**src/rtl/layer_train_scheduler_pkg.sv**
```systemverilog
// Shared types and defaults for the layer training scheduler.
package layer_train_scheduler_pkg;

    localparam int unsigned SCHED_CNT_W = 16;

    typedef enum logic [2:0] {
        IDLE       = 3'd0,
        FWD_STROBE = 3'd1,
        FWD_WAIT   = 3'd2,
        RESULT     = 3'd3,
        LRN_STROBE = 3'd4,
        LRN_WAIT   = 3'd5,
        COMMIT     = 3'd6
    } sched_state_t;

endpackage

```
**src/rtl/layer_train_scheduler_timer.sv**
```systemverilog
// Loadable down-counter used for the forward and learn settle waits.
module layer_step_timer
    import layer_train_scheduler_pkg::*;
#(
    parameter int unsigned W = 2
) (
    input  logic         clock,
    input  logic         reset,
    input  logic         load_i,
    input  logic [W-1:0] load_val_i,
    output logic         zero_o
);

    logic [W-1:0] cnt_q;

    always_ff @(posedge clock or posedge reset) begin
        if (reset) begin
            cnt_q <= '0;
        end else if (load_i) begin
            cnt_q <= load_val_i;
        end else if (cnt_q != '0) begin
            cnt_q <= cnt_q - W'(1);
        end
    end

    assign zero_o = (cnt_q == '0);

endmodule

```
**src/rtl/layer_train_scheduler.sv**
```systemverilog
// Sequences forward (front to back) and learn (back to front) strobes over a layer chain.
// Optional stall_cycles counter enabled by defining LAYER_TRAIN_SCHED_STALL_CNT_EN.
module layer_train_scheduler
    import layer_train_scheduler_pkg::*;
#(
    parameter int unsigned LAYERS  = 3,
    parameter int unsigned FWD_LAT = 2,
    parameter int unsigned LRN_LAT = 2,
    parameter int unsigned CNT_W   = SCHED_CNT_W
) (
    input  logic              clock,
    input  logic              reset,
    input  logic              train_mode,
    input  logic [CNT_W-1:0]  epochs_target,
    input  logic              sample_valid,
    input  logic              sample_last,
    output logic              sample_ready,
    output logic [LAYERS-1:0] layer_valid,
    output logic [LAYERS-1:0] layer_learn,
    output logic              result_valid,
    input  logic              result_ready,
    output logic              busy,
    output logic [CNT_W-1:0]  sample_count,
    output logic [CNT_W-1:0]  epoch_count,
`ifdef LAYER_TRAIN_SCHED_STALL_CNT_EN
    output logic [CNT_W-1:0]  stall_cycles,
`endif
    output logic              done
);

    localparam int unsigned IDX_W    = (LAYERS > 1) ? $clog2(LAYERS) : 1;
    localparam int unsigned MAX_LAT  = (FWD_LAT > LRN_LAT) ? FWD_LAT : LRN_LAT;
    localparam int unsigned TMR_W    = $clog2(MAX_LAT + 1);
    localparam logic [IDX_W-1:0] LAST_IDX = IDX_W'(LAYERS - 1);

    sched_state_t      state_q, state_d;
    logic [IDX_W-1:0]  idx_q, idx_d;
    logic              train_q, train_d;
    logic              last_q, last_d;
    logic [CNT_W-1:0]  target_q, target_d;
    logic [CNT_W-1:0]  scnt_q, scnt_d;
    logic [CNT_W-1:0]  ecnt_q, ecnt_d;
    logic              done_q, done_d;

    logic              ready_q, ready_d;
    logic [LAYERS-1:0] lvalid_q, lvalid_d;
    logic [LAYERS-1:0] llearn_q, llearn_d;
    logic              rvalid_q, rvalid_d;
    logic              busy_q, busy_d;

    logic              accept_c;
    logic              tmr_load;
    logic [TMR_W-1:0]  tmr_val;
    logic              tmr_zero;

`ifdef LAYER_TRAIN_SCHED_STALL_CNT_EN
    logic [CNT_W-1:0]  stall_q, stall_d;
`endif

    layer_step_timer #(.W(TMR_W)) u_timer (
        .clock      (clock),
        .reset      (reset),
        .load_i     (tmr_load),
        .load_val_i (tmr_val),
        .zero_o     (tmr_zero)
    );

    assign accept_c = (state_q == IDLE) && sample_valid && ready_q;

    // Next-state, counter and registered-output logic.
    always_comb begin
        state_d  = state_q;
        idx_d    = idx_q;
        train_d  = train_q;
        last_d   = last_q;
        target_d = target_q;
        scnt_d   = scnt_q;
        ecnt_d   = ecnt_q;
        done_d   = done_q;
        tmr_load = 1'b0;
        tmr_val  = '0;

        case (state_q)
            IDLE: begin
                if (accept_c) begin
                    train_d  = train_mode;
                    last_d   = sample_last;
                    target_d = epochs_target;
                    idx_d    = '0;
                    state_d  = FWD_STROBE;
                end
            end
            FWD_STROBE: begin
                tmr_load = 1'b1;
                tmr_val  = TMR_W'(FWD_LAT - 1);
                state_d  = FWD_WAIT;
            end
            FWD_WAIT: begin
                if (tmr_zero) begin
                    if (idx_q == LAST_IDX) begin
                        state_d = RESULT;
                    end else begin
                        idx_d   = idx_q + IDX_W'(1);
                        state_d = FWD_STROBE;
                    end
                end
            end
            RESULT: begin
                if (result_ready) begin
                    if (train_q) begin
                        idx_d   = LAST_IDX;
                        state_d = LRN_STROBE;
                    end else begin
                        state_d = COMMIT;
                    end
                end
            end
            LRN_STROBE: begin
                tmr_load = 1'b1;
                tmr_val  = TMR_W'(LRN_LAT - 1);
                state_d  = LRN_WAIT;
            end
            LRN_WAIT: begin
                if (tmr_zero) begin
                    if (idx_q == '0) begin
                        state_d = COMMIT;
                    end else begin
                        idx_d   = idx_q - IDX_W'(1);
                        state_d = LRN_STROBE;
                    end
                end
            end
            COMMIT: begin
                if (last_q) begin
                    scnt_d = '0;
                    if (ecnt_q != '1) begin
                        ecnt_d = ecnt_q + CNT_W'(1);
                    end
                    if ((target_q != '0) && (ecnt_d == target_q)) begin
                        done_d = 1'b1;
                    end
                end else if (scnt_q != '1) begin
                    scnt_d = scnt_q + CNT_W'(1);
                end
                state_d = IDLE;
            end
            default: state_d = IDLE;
        endcase

        // Outputs are registered copies of what the next state presents.
        ready_d  = (state_d == IDLE) && !done_d;
        lvalid_d = (state_d == FWD_STROBE) ? (LAYERS'(1) << idx_d) : '0;
        llearn_d = (state_d == LRN_STROBE) ? (LAYERS'(1) << idx_d) : '0;
        rvalid_d = (state_d == RESULT);
        busy_d   = (state_d != IDLE);
    end

`ifdef LAYER_TRAIN_SCHED_STALL_CNT_EN
    // Cycles the result sat unconsumed, cleared by each new sample.
    always_comb begin
        stall_d = stall_q;
        if (accept_c) begin
            stall_d = '0;
        end else if ((state_q == RESULT) && !result_ready && (stall_q != '1)) begin
            stall_d = stall_q + CNT_W'(1);
        end
    end

    always_ff @(posedge clock or posedge reset) begin
        if (reset) begin
            stall_q <= '0;
        end else begin
            stall_q <= stall_d;
        end
    end

    assign stall_cycles = stall_q;
`endif

    always_ff @(posedge clock or posedge reset) begin
        if (reset) begin
            state_q  <= IDLE;
            idx_q    <= '0;
            train_q  <= 1'b0;
            last_q   <= 1'b0;
            target_q <= '0;
            scnt_q   <= '0;
            ecnt_q   <= '0;
            done_q   <= 1'b0;
            ready_q  <= 1'b0;
            lvalid_q <= '0;
            llearn_q <= '0;
            rvalid_q <= 1'b0;
            busy_q   <= 1'b0;
        end else begin
            state_q  <= state_d;
            idx_q    <= idx_d;
            train_q  <= train_d;
            last_q   <= last_d;
            target_q <= target_d;
            scnt_q   <= scnt_d;
            ecnt_q   <= ecnt_d;
            done_q   <= done_d;
            ready_q  <= ready_d;
            lvalid_q <= lvalid_d;
            llearn_q <= llearn_d;
            rvalid_q <= rvalid_d;
            busy_q   <= busy_d;
        end
    end

    assign sample_ready = ready_q;
    assign layer_valid  = lvalid_q;
    assign layer_learn  = llearn_q;
    assign result_valid = rvalid_q;
    assign busy         = busy_q;
    assign sample_count = scnt_q;
    assign epoch_count  = ecnt_q;
    assign done         = done_q;

endmodule

```
**config.mk**
```make
export PLATFORM = sky130hd
export DESIGN_NAME = layer_train_scheduler
export DESIGN_NICKNAME = d
export VERILOG_FILES = /design/src/rtl/layer_train_scheduler_pkg.sv /design/src/rtl/layer_train_scheduler_timer.sv /design/src/rtl/layer_train_scheduler.sv
export SDC_FILE = /design/constraint.sdc
export NUM_CORES = 1
export LEC_CHECK = 0
export CAP_MARGIN = 30
export CORE_UTILIZATION = 37
export CTS_BUF_LIST = sky130_fd_sc_hd__clkbuf_2 sky130_fd_sc_hd__clkbuf_4 sky130_fd_sc_hd__clkbuf_8
export CTS_CLUSTER_SIZE = 25
export DETAILED_ROUTE_END_ITERATION = 10
export PLACE_DENSITY = 0.7
export SLEW_MARGIN = 10
export SYNTH_ARGS = -nofsm -noshare
export SYNTH_HDL_FRONTEND = slang
export SYNTH_SLANG_ARGS = --single-unit
```
**constraint.sdc**
```tcl
create_clock -name clock -period 3.4 [get_ports clock]
set_input_delay 0.68 -clock clock [delete_from_list [all_inputs] [get_ports clock]]
set_output_delay 0.68 -clock clock [all_outputs]
set_load 0.01 [all_outputs]
```
**Word-level counts from Yosys, hierarchy flattened**

Cells that the tools add are included.

- Flip-flop bits (word level): 67
- Latch bits: 0
- Bits in writable memories: 0
- Memory bits (read-only): 0
- Output and inout bits: 42
- Word-level logic and storage cells: 81
- Memories kept: 0

- $add $sub $neg: 5
- Multipliers: 0
- Divide/modulo/power cells: 0
- Order comparisons: 0
- Eq/ne operators: 13
- Shifts and indexed selects: 1
- Muxes and demuxes: 30
- Bitwise operators: 0
- Reduce and logical (&&, ||, !) cells: 18

Operator list:

| kind | count |
|---|---|
| $mux 16 | 5 |
| $add 16x1->16 const B | 2 |
| $ne 16x16->1 const B | 2 |
| $mux 2 | 12 |
| $mux 3 | 6 |
| $pmux 3 s6 | 1 |
| $eq 16x16->1 | 1 |
| $reduce_bool 16->1 | 1 |
| $eq 3x3->1 const B | 4 |
| $eq 3x2->1 const B | 3 |
| $pmux 2 s4 | 1 |
| $eq 3x1->1 const B | 2 |
| $logic_not 3->1 | 2 |
| $reduce_and 2->1 | 3 |
| $reduce_bool 2->1 | 3 |
| $mux 1 | 5 |
| $logic_and 1x1->1 | 4 |
| $logic_not 2->1 | 2 |
| $sub 2x1->2 const B | 2 |
| $reduce_bool 3->1 | 1 |
| $shl 1x2->3 const A | 1 |
| $add 2x1->2 const B | 1 |
| $eq 2x2->1 const B | 1 |
| $reduce_or 2->1 | 1 |
| $logic_not 1->1 | 1 |

**Longest topological paths before layout**

- Depth after elaboration: 11
- Mapped depth: 10
- Gate-level depth less buffers: 9

**Cells and area by module**

A second synthesis with hierarchy kept.

- Cell total of the unflattened synthesis: 426
- Area total of the unflattened synthesis: 3978.8 µm²

Modules (own cells, without submodules):

| module | instances | cells each | area an instance (µm²) | seq. area each (µm²) |
|---|---|---|---|---|
| layer_train_scheduler | 1 | 413 | 3851.2 | 1626.6 |
| layer_step_timer | 1 | 13 | 127.6 | 50.0 |

**Least setup slack after synthesis**

No wires, ideal clock.

- Path type: register -> register
- From: reg ecnt_q[1], in the netlist epoch_count[1]
- To: reg ready_q, in the netlist sample_ready
- Library setup time: 0.124 ns
- Arrival: 2.365 ns
- Slack: 0.911 ns
- Stages on the path, launching flop included: 10
- Period minus slack after synthesis: 2.489 ns
- Cell sequence: dfrtp_1 ha_1 nand4_4 or4_4 buf_6 mux2i_1 o22ai_1 nor4_2 o2111ai_1 nor3b_2

- Word-level cells in the longest chain between the ends: 11
- Elaborated cells on any way between the ends: 12
- Classes of those cells: add/sub: 1; eq/ne: 2; mux: 6; reduce/logical: 3

RTL lines:

| item | RTL line | source |
|---|---|---|
| start: declaration | layer_train_scheduler.sv:42 | `logic [CNT_W-1:0] ecnt_q, ecnt_d;` |
| start signal: assignment | layer_train_scheduler.sv:202 | `ecnt_q <= ecnt_d;` |
| $add 16x1->16 / $ne 16x16->1 (equally long branches) | layer_train_scheduler.sv:137, layer_train_scheduler.sv:136 |  |
| $mux 16 (*) | layer_train_scheduler.sv:136 | `if (ecnt_q != '1) begin` |
| $mux 16 (*) | layer_train_scheduler.sv:134 | `if (last_q) begin` |
| $mux 16 (*) | layer_train_scheduler.sv:83 | `case (state_q)` |
| $eq 16x16->1 (*) | layer_train_scheduler.sv:139 | `if ((target_q != '0) && (ecnt_d == target_q)) begin` |
| $logic_and 1x1->1 (*) | layer_train_scheduler.sv:139 |  |
| $mux 1 (*) | layer_train_scheduler.sv:139 |  |
| $mux 1 (*) | layer_train_scheduler.sv:134 |  |
| $mux 1 (*) | layer_train_scheduler.sv:83 |  |
| $logic_not 1->1 (*) | layer_train_scheduler.sv:151 | `ready_d = (state_d == IDLE) && !done_d;` |
| $logic_and 1x1->1 (*) | layer_train_scheduler.sv:151 |  |
| net ready_d | layer_train_scheduler.sv:45 | `logic ready_q, ready_d;` |
| end signal: assignment | layer_train_scheduler.sv:204 | `ready_q <= ready_d;` |
| end: declaration | layer_train_scheduler.sv:45 |  |

The timed path passes the listed nets; every way through them passes the cells marked *. The select of a mux whose other input is x is not followed.
A chain may end at the register's enable or synchronous reset.

**Worst setup path in the final report**

- From: reg ecnt_q[11], in the netlist epoch_count[11]
- To: reg ready_q, in the netlist sample_ready

The elaborated chain is that of the path after synthesis.

==> results.py <==
metrics = {
    "run_status": {
        "outcome": "finished, final reports clean",
    },
    "timing": {
        "slew_headroom_pct": 48.9,
        "fin_skew_ns": 0.0129,
        "setup_viol": 0,
        "hold-worst-slack_ns": 0.486,
        "fin_crit_ns": 2.90,
        "worst_pin_slew_ns": 0.764,
        "finalSetupTns_ns": 0,
        "grt_setup_unrepaired": "no",
        "slew_viol_final": 0,
        "fmax_mhz": 345,
        "post-route-period-util_pct": 85.3,
        "finalHoldViolCount": 0,
    },
    "synth": {
        "ys_types": 58,
        "ys_ff_latch": 67,
        "synth_xor_area_share_pct": 8.69,
        "synth-compound-area-share_pct": 10.2,
        "muxShareOfSynthArea_pct": 7.04,
        "synthAdderAreaFrac_pct": 1.91,
        "synth-simple-area-share_pct": 24.9,
        "synthCells": 409,
        "synth_edf_count": 0,
        "yosysSeqAreaShare_pct": 42.7,
        "netlist_area_sq_um": 3930,
        "synth_top_family_by_area": "simple AND/OR/NAND/NOR gates",
        "synth_warnings": 0,
        "syn-num-nets": 437,
        "async_flop_share_pct": 100,
        "synth_ff_type": "dfrtp_1",
        "synth_area_per_cell_sq_um": 9.61,
    },
    "drt": {
        "vias": 3352,
        "drt_pass1_iterations": 4,
        "postRouteAntennaNets": 0,
        "avgRoutedWirePerCell_microns": 16.7,
        "vias_per_cell": 5.54,
        "drt-total-wl_microns": 10100,
        "drc": 0,
        "drtIter0Drc": 133,
    },
    "clocking": {
        "htree_levels": 3,
        "clk-insertion-delay-late_ns": 0.36,
        "clkSlewWorstSetupHoldPaths_ns": 0.08,
        "clkSinkCount": 67,
        "clockRootBuffer": "clkbuf_8",
        "cts_buffers": 9,
        "cts_max_path_buffers": 2,
        "cts_tree": "done",
        "ctsHoldBuffers": 0,
        "cts_resized": 0,
        "cts_setup_buffers": 0,
    },
    "grt": {
        "grt_pass1_vias": 3384,
        "grt_pass1_wl_microns": 16700,
        "grt_max_degree": 37,
        "track_usage_pct": 19.2,
        "antenna_found_initial": 0,
        "grt.overflow.total": 0,
    },
    "min_path": {
        "min_path_type": "flop to flop",
    },
    "die": {
        "core-area_sq_um": 10300,
        "die_w_microns": 105,
        "rows": 37,
        "die_y_microns": 105,
        "ios": 64,
        "initial_core_util_pct": 38.1,
        "fp.dieArea_sq_um": 11000,
    },
    "setup_path": {
        "start_kind": "flop",
        "path_max_fanout": 13,
        "crit_required_ns": 3.64,
        "arrival_ns": 3.14,
        "crit_path_end_kind": "flop",
        "worstSetupPathType": "flop to flop",
    },
    "placed_design": {
        "placed_area_sq_um": 4660,
        "place.gp.congestion": 0.927,
        "port_buffers": 63,
        "dpl.hpwl_microns": 7410,
    },
    "final_layout": {
        "fin_area_sq_um": 4860,
        "final_layout_size_suffix_gt1_share_pct": 11.9,
        "n_antenna_cell": 0,
        "nNetsFinal": 492,
        "area.growth.synth_to_final_pct": 23.7,
        "fillers": 985,
    },
    "run": {
        "drv_cap": 0,
    },
    "power_and_ir_drop": {
        "power_density_nw_per_um2": 640,
        "leakagePower_nw": 1.97,
        "peakVddDrop_mv": 0.336,
    },
}
cell usage after synthesis, drive strengths merged, types with 6 or more instances:
master  number  area (sq um)
nor4        18           138
nor3        11          55.1
dfrtp       67          1680
a21oi       13          65.1
clkbuf       9          33.8
buf         13          72.6
xnor2       22           193
nand4       10          83.8
ha           6          75.1
nand2       25          93.8
xor2        17           149
o21ai       15          75.1
inv         20          75.1
mux2        21           236
nor2        38           143
nand3       22           115
and3         8          50.1
critical path: stages (launching register included):
cell,delay [ns]
dfrtp_1,0.50
nand4_1,0.51
nor4_2,0.74
o32a_1,0.23
o2111ai_1,0.10
nor4_1,0.32
o2111ai_1,0.19
nor3b_2,0.19
final cells by class:
class | instances | area, sq um | share of cell area, %
clock inverters | 6 | 71.3 | 1.47
clock buffers | 10 | 131 | 2.70
well taps | 136 | 170 | 3.50
flip-flops and latches | 67 | 1680 | 34.5
inverters | 20 | 75.1 | 1.54
repair buffers | 66 | 666 | 13.7
multi-input cells | 300 | 2070 | 42.6
placed cells by master (no fill, tap or decap), drive strengths merged, types with 5 or more instances in the layout:
cell type and instances:
nand4 10, inv 23, and3 8, ha 6, dfrtp 67, xor2 17
nor3 11, clkbuf 10, a21oi 13, xnor2 22, nor4 18, clkdlybuf4s50 63
nand2b 5, nor2 38, mux2 21, nand3 22, o21ai 15, nand2 25
flip-flops by register name, summed over array words and instances, names as in the netlist, 2 cells and up:
| name | count |
|---|---|
| u_timer.cnt_q | 2 |
| layer_valid | 3 |
| target_q | 16 |
| state_q | 3 |
| sample_count | 16 |
| epoch_count | 16 |
| idx_q | 2 |
| layer_learn | 3 |
worst paths after layout:
kind,from,end,slack [ns],cells past startpoint
min in group asynchronous,reset,sample_count[2]$_DFFE_PP0P_,0.75,2
setup reg to reg,epoch_count[11]$_DFFE_PP0P_,sample_ready$_DFF_PP0_,0.50,7
setup / recovery,epoch_count[11]$_DFFE_PP0P_,sample_ready$_DFF_PP0_,0.50,7
max in group asynchronous,reset,train_q$_DFFE_PP0P_,2.01,3
hold / removal,done$_DFF_PP0_,sample_ready$_DFF_PP0_,0.49,1
hold reg to reg,done$_DFF_PP0_,sample_ready$_DFF_PP0_,0.49,1
layer usage:
| metal | part of all wire [%] | track usage (%) | wire, microns | vias up |
|---|---|---|---|---|
| met5 | 0 | 0 | 0 | - |
| li1 | - | - | - | 1580 |
| met4 | 1.7 | 6.04 | 174 | 0 |
| met3 | 8.0 | 5.80 | 811 | 23 |
| met1 | 43 | 24.0 | 4300 | 1606 |
| met2 | 48 | 31.9 | 4810 | 143 |
kinds of logic after synthesis:
group / Yosys count
compound gates: 60
xor+xnor: 39
fa+ha+maj: 6
buf+inv: 42
flops: 67
mux: 25
simple gates: 170
report_power, final:
group          switching (mW)  total [mW]  internal, mW
Sequential              0.300        1.30          1.00
Clock                   0.342       0.697         0.355
Combinational           0.539        1.11         0.571
per-stage QoR:
stage	power [mW]	utilization (%)	worst slack [ns]	cells
2_1_floorplan	2.01	-	0.911	409
3_3_place_gp	2.40	45.1	0.645	589
3_5_place_dp	2.43	45.1	0.570	589
4_1_cts	3.13	47.1	0.544	605
5_1_grt	3.33	47.1	0.335	605
6_report	3.11	47.1	0.500	605
Note: power is estimated with default switching activity, not from simulation.
